--- src/rtl/signed_bcd_pkg_v.sv ---
// Shared types and constants for the signed binary-to-BCD conversion stage.
package signed_bcd_pkg_v;

  typedef enum logic [1:0] {
    IDLE  = 2'd0,
    SHIFT = 2'd1,
    DONE  = 2'd2
  } state_t;

  localparam int unsigned BCD_W      = 4;
  localparam int unsigned NUM_DIGITS = 3;
  localparam logic [BCD_W-1:0] BCD_BLANK = 4'hF;

endpackage

--- src/rtl/bcd_add3_v.sv ---
// Double-dabble digit corrector: adds 3 to a BCD digit that is 5 or more.
module bcd_add3_v
  import signed_bcd_pkg_v::*;
(
  input  logic [BCD_W-1:0] digit,
  output logic [BCD_W-1:0] adj_c
);

  always_comb begin
    adj_c = digit;
    if (digit >= BCD_W'(5)) adj_c = digit + BCD_W'(3);
  end

endmodule

--- src/rtl/signed_bcd_conv_v.sv ---
// Signed two's-complement to sign + 3-digit BCD converter (multi-cycle double-dabble).
// Optional LEADING_ZERO_BLANK_EN: blank leading zero digits and suppress the sign of zero.
module signed_bcd_conv_v
  import signed_bcd_pkg_v::*;
#(
  parameter int unsigned W = 9
) (
  input  logic               i_clk,
  input  logic               i_rst,
  input  logic               i_start,
  input  logic [W-1:0]       i_fu,
  output logic               o_busy,
  output logic               o_done,
  output logic               o_sign,
  output logic [BCD_W-1:0]   o_hund,
  output logic [BCD_W-1:0]   o_tens,
  output logic [BCD_W-1:0]   o_ones
);

  localparam int unsigned SCR_W = BCD_W * NUM_DIGITS;
  localparam int unsigned CNT_W = 4;

  state_t             state;
  state_t             state_nxt;
  logic [SCR_W-1:0]   scratch;
  logic [SCR_W-1:0]   scratch_adj;
  logic [W-1:0]       mag;
  logic               sign_r;
  logic [CNT_W-1:0]   count;
  logic               last_shift_c;
  logic [BCD_W-1:0]   hund_c;
  logic [BCD_W-1:0]   tens_c;
  logic [BCD_W-1:0]   ones_c;

  assign last_shift_c = (count == CNT_W'(W - 1));
  assign hund_c = scratch[2*BCD_W +: BCD_W];
  assign tens_c = scratch[1*BCD_W +: BCD_W];
  assign ones_c = scratch[0*BCD_W +: BCD_W];

  // Per-digit add-3 correction applied before every shift
  for (genvar g = 0; g < NUM_DIGITS; g++) begin : g_add3
    bcd_add3_v u_add3 (
      .digit (scratch[g*BCD_W +: BCD_W]),
      .adj_c (scratch_adj[g*BCD_W +: BCD_W])
    );
  end

  always_comb begin
    state_nxt = state;
    case (state)
      IDLE:    if (i_start) state_nxt = SHIFT;
      SHIFT:   if (last_shift_c) state_nxt = DONE;
      DONE:    state_nxt = IDLE;
      default: state_nxt = IDLE;
    endcase
  end

  always_ff @(posedge i_clk) begin
    if (i_rst) begin
      state   <= IDLE;
      scratch <= '0;
      mag     <= '0;
      sign_r  <= 1'b0;
      count   <= '0;
      o_busy  <= 1'b0;
      o_done  <= 1'b0;
      o_sign  <= 1'b0;
      o_hund  <= '0;
      o_tens  <= '0;
      o_ones  <= '0;
    end else begin
      state  <= state_nxt;
      // Busy stays up through the cycle in which o_done is presented
      o_busy <= (state != IDLE) || i_start;
      o_done <= (state == DONE);
      case (state)
        IDLE: begin
          if (i_start) begin
            sign_r  <= i_fu[W-1];
            mag     <= i_fu[W-1] ? W'(-i_fu) : i_fu;
            scratch <= '0;
            count   <= '0;
          end
        end
        SHIFT: begin
          {scratch, mag} <= {scratch_adj, mag} << 1;
          count          <= count + CNT_W'(1);
        end
        DONE: begin
          o_ones <= ones_c;
`ifdef LEADING_ZERO_BLANK_EN
          o_hund <= (hund_c == '0) ? BCD_BLANK : hund_c;
          o_tens <= ((hund_c == '0) && (tens_c == '0)) ? BCD_BLANK : tens_c;
          o_sign <= (scratch == '0) ? 1'b0 : sign_r;
`else
          o_hund <= hund_c;
          o_tens <= tens_c;
          o_sign <= sign_r;
`endif
        end
        default: ;
      endcase
    end
  end

endmodule

--- config.mk ---
export PLATFORM = sky130hd
export DESIGN_NAME = signed_bcd_conv_v
export DESIGN_NICKNAME = d
export VERILOG_FILES = /design/src/rtl/signed_bcd_pkg_v.sv /design/src/rtl/bcd_add3_v.sv /design/src/rtl/signed_bcd_conv_v.sv
export SDC_FILE = /design/constraint.sdc
export NUM_CORES = 1
export LEC_CHECK = 0
export ABC_AREA = 1
export CAP_MARGIN = 30
export CORE_ASPECT_RATIO = 1.4
export CORE_MARGIN = 1
export CORE_UTILIZATION = 50
export DETAILED_ROUTE_END_ITERATION = 12
export PLACE_DENSITY = 0.73
export SLEW_MARGIN = 25
export SYNTH_ARGS = -nofsm -noshare
export SYNTH_HDL_FRONTEND = slang
export SYNTH_HIERARCHICAL = 1
export SYNTH_SLANG_ARGS = --single-unit
--- constraint.sdc ---
create_clock -name i_clk -period 1.9 [get_ports i_clk]
set_input_delay 0.285 -clock i_clk [delete_from_list [all_inputs] [get_ports i_clk]]
set_output_delay 0.285 -clock i_clk [all_outputs]
set_load 0.01 [all_outputs]
Word-level counts from Yosys, hierarchy flattened --
Cells that the tools add are included.
Word-level totals: flip-flop bits (word level) 43, bits in latches 0, bits in writable memories 0, bits in read-only memories 0, bits of input ports 12, output and inout bits 15, logic and storage cells 44, memories 0
Operators by class: $add $sub $neg 5, multipliers 0, divide/modulo/power cells 0, magnitude comparators 3, equality and inequality tests 5, shift operators 0, multiplexer cells 13, bitwise logic cells 0, reduce and logical (&&, ||, !) cells 7
Operator list (number):
- one-hot mux 12 bit (2 select lines) | 1
- 2-to-1 mux 9 bit | 2
- one-hot mux 9 bit (2 select lines) | 1
- >= comparator 4 x 3 -> 1 bit (second input constant) | 3
- 2-to-1 mux 12 bit | 1
- 2-to-1 mux 4 bit | 3
- negation 9 bit | 1
- adder 4 x 2 -> 4 bit (second input constant) | 2
- one-hot mux 4 bit (2 select lines) | 1
- AND reduction 2 bit | 3
- adder 4 x 1 -> 4 bit (second input constant) | 1
- equality test 4 bit (second input constant) | 1
- 2-to-1 mux 2 bit | 2
- inequality test 2 bit (second input constant) | 2
- one-hot mux 2 bit (2 select lines) | 1
- nonzero test 2 bit | 2
- adder 3 x 2 -> 3 bit (second input constant) | 1
- 2-to-1 mux 3 bit | 1
- equality test 2 x 1 -> 1 bit (second input constant) | 1
- equality test 2 bit (second input constant) | 1
- zero test 2 bit | 1
- logical OR 1 bit | 1

Logic depth before layout (Yosys ltp) --
depth in word-level cells 4, depth in mapped cells 9, depth with buffers taken out 9

Hierarchy --
Netlist, hierarchy kept.
By module, submodules not included:
- signed_bcd_conv_v | instances 1, cells each 237, area each 1791.7 um^2, seq. area each 860.8 um^2
- bcd_add3_v | instances 3, cells each 23, area each 135.1 um^2, seq. area each 0.0 um^2

Worst setup path after synthesis --
Ideal clock, no wire load.
kind flip-flop to flip-flop, start register scratch[0], end register scratch[2], setup time 0.129 ns, arrival 1.188 ns, required time 1.771 ns, path slack 0.583 ns, stages on the path, launching flop included 9, buffers on the path 0, period minus slack after synthesis 1.317 ns, cell sequence dfxtp_1 inv_1 ha_1 nor2_4 nor2_4 nand2_1 o21ai_2 a22oi_1 nor2_1
On the way: cells in the longest elaborated chain, start to end 3, elaborated cells on any way between the ends 4, classes of those cells 1 x add/sub; 1 x order compare; 2 x mux
RTL lines:
- start: declaration | line signed_bcd_conv_v.sv:25 | logic [SCR_W-1:0] scratch;
- start signal: assignment | line signed_bcd_conv_v.sv:86 | {scratch, mag} <= {scratch_adj, mag} << 1;
- adder 4 x 2 -> 4 bit or >= comparator 4 x 3 -> 1 bit (tied branches) | line bcd_add3_v.sv:11 | if (digit >= BCD_W'(5)) adj_c = digit + BCD_W'(3);
- 2-to-1 mux 4 bit (*) | line bcd_add3_v.sv:11
- net scratch_adj[1] | line signed_bcd_conv_v.sv:26 | logic [SCR_W-1:0] scratch_adj;
- one-hot mux 12 bit (2 select lines) (*) | line signed_bcd_conv_v.sv:76 | case (state)
Mark *: on every way through the listed nets, which the timed path passes. The rest lies on a longest branch. A chain may end at the register's enable or synchronous reset.

Worst setup path in the final report --
start register o_sign, end output o_sign
RTL lines:
- start: declaration | line signed_bcd_conv_v.sv:14 | output logic o_sign,
- start signal: assignment | line signed_bcd_conv_v.sv:98 | o_sign <= sign_r;
No word-level cell between the ends.

==> impl_metrics.ini <==
[setup_path]
criticalPathCategory = reg2out
start_kind = flip-flop
cp.arrival_ps = 1190
crit_family = buffers and inverters
cp_slowest_cell = clkdlybuf4s50_1
worst_setup_path_end_kind = primary output
crit_required_ps = 1620
cp_num_buf_inv = 1
critical_path.max_fanout = 2
slowest_delay_ps = 540
crit_chain = clkdlybuf4s50_1

[outcome]
status = finished, violations left
violations = DRC

[timing]
fin_crit_sh_pct = 77.7
worstMarginPinSlew_ps = 583
finalMaxSlewViolations = 0
fin_tns_setup_ps = 0
clock.fmax_ghz = 0.678
min_period_ps = 1480
max_slew_margin_pct = 61.1
setup_viol = 0
skew_ps = 5.47
final_hold_viol_count = 0
rsz0062_at_grt = false

[placement]
dp_hpwl_mm = 3.11
globalplace.congestion = 0.798
portBuffers = 26
place_area_mm2 = 0.00246

[routing]
totalWireLength_mm = 4.32
wl_per_cell_um = 11.5
first_iter_violations = 73
dr_total_vias = 1946
drc = 3
routed_via_density = 5.20
postRouteAntennaNets = 0
drtPass1Iterations = 8

[power_and_ir_drop]
p_int_mw = 1.43
sw_frac_of_total_pct = 23.9
p_per_area_mw_per_mm2 = 728
p_seq_share_pct = 50.3
clock_power_share_pct = 39.2
ir_drop_v = 0.000395
leakage_nw = 1.10
power.switching_mw = 0.448
power_frac_comb_pct = 10.5

[cells_and_area]
n_antenna_cell = 0
nNetsFinal = 349
seq_area_um2 = 861
fillers = 409
area_growth_pct = 18.7
multi_input_area_mm2 = 0.00111
design_area_mm2 = 0.00258
layout-drive-gt1-share_pct = 10.6

[clock_network]
cts_setup_buffers = 0
cts_sinks = 43
clockRootBuffer = clkbuf_8
clock_latency_ps = 300
cts_tree = built
holdBufCountCts = 0
h-tree-depth = 2
path_clk_slew_ps = 80
cts_made_buffers = 5
cts_repair_resize_count = 0
clockBufferDepth = 2

[synth]
syn_area_per_cell_um2 = 7.21
syn_inst = 301
syn-cell-area_mm2 = 0.00217
syn_nets = 322
ys_warn_count = 6

[grt]
top_usage_layer = met2
grt_start_max_net_pins = 21
grt_usage_pct = 21.9
grt_pass1_vias = 1819
met3_usage_pct = 4.38
met2_usage_pct = 38.4
gr-total-overflow = 0
grtUsageMet1_pct = 26.3
antenna_found_initial = 0
grt_pass1_wl_mm = 7.88

[floorplan]
io_pins = 27
fp.dieH_um = 80.0
core-area_mm2 = 0.00420
die_area_mm2 = 0.00461
start_util_pct = 51.6
core.rowCount = 28
die_w_um = 57.7

[worst_hold_path]
hold_class = reg2reg

[job]
drv_cap = 0
final timing paths:
path         startpoint         end  slack [ps]  depth (start not counted)
max reg2reg  scratch[0]  scratch[2]         440                          8
min              mag[8]  scratch[0]         470                          2
max              o_sign      o_sign         420                          1
min reg2reg      mag[8]  scratch[0]         470                          2
power groups by stage:
stage	registers, mW	clock network, mW	logic (mW)
after floorplan	0.962	0	0.141
after CTS	0.944	0.751	0.197
after global routing	0.948	0.787	0.228
after detailed placement	0.965	0	0.197
final	0.944	0.735	0.196
after global placement	0.966	0	0.192
metrics by stage:
stage	std cells	utilization [%]	setup WS, ps	hold slack (ps)	power (mW)
3_5_place_dp	366	58.5	290	465	1.16
2_1_floorplan	301	-	583	419	1.10
3_3_place_gp	366	58.5	319	465	1.16
6_report	374	61.3	424	472	1.88
4_1_cts	374	61.3	413	478	1.89
5_1_grt	374	61.3	254	508	1.96
routing by layer:
layer,share of wire [%],up-vias
met2,51,39
met3,3.5,9
li1,-,1022
met4,2.1,0
met5,0,-
met1,44,876
layout make-up:
type / count / share of cell area [%]
Multi-Input combinational cell: 210 / 42.9
Sequential cell: 43 / 33.4
Timing Repair Buffer: 31 / 11.6
Inverter: 37 / 5.39
Clock buffer: 6 / 3.20
Tap cell: 45 / 2.18
Clock inverter: 2 / 1.36
placed cells by master (no fill, tap or decap):
cell and instances:
a21oi_1 9, a21oi_2 2, a221oi_2 1, a22oi_1 12
a31oi_1 2, buf_4 5, bufinv_16 1, clkbuf_8 6
clkdlybuf4s50_1 26, clkinv_2 1, dfxtp_1 43, ha_1 9
inv_1 33, inv_2 4, nand2_1 47, nand2_2 5
nand3_1 19, nand3b_1 1, nand4_1 1, nor2_1 60
nor2_2 1, nor2_4 6, nor3_1 1, o211ai_1 1
o21a_1 1, o21ai_0 27, o21ai_2 3, o31ai_1 1
xor2_1 1
registers in the layout (all words and copies together), names as in the netlist:
signal / count
o_done: 1
o_sign: 1
scratch: 12
count: 4
o_ones: 4
sign_r: 1
mag: 9
o_tens: 4
o_hund: 4
state: 2
o_busy: 1
(Power assumes the default switching activity.)
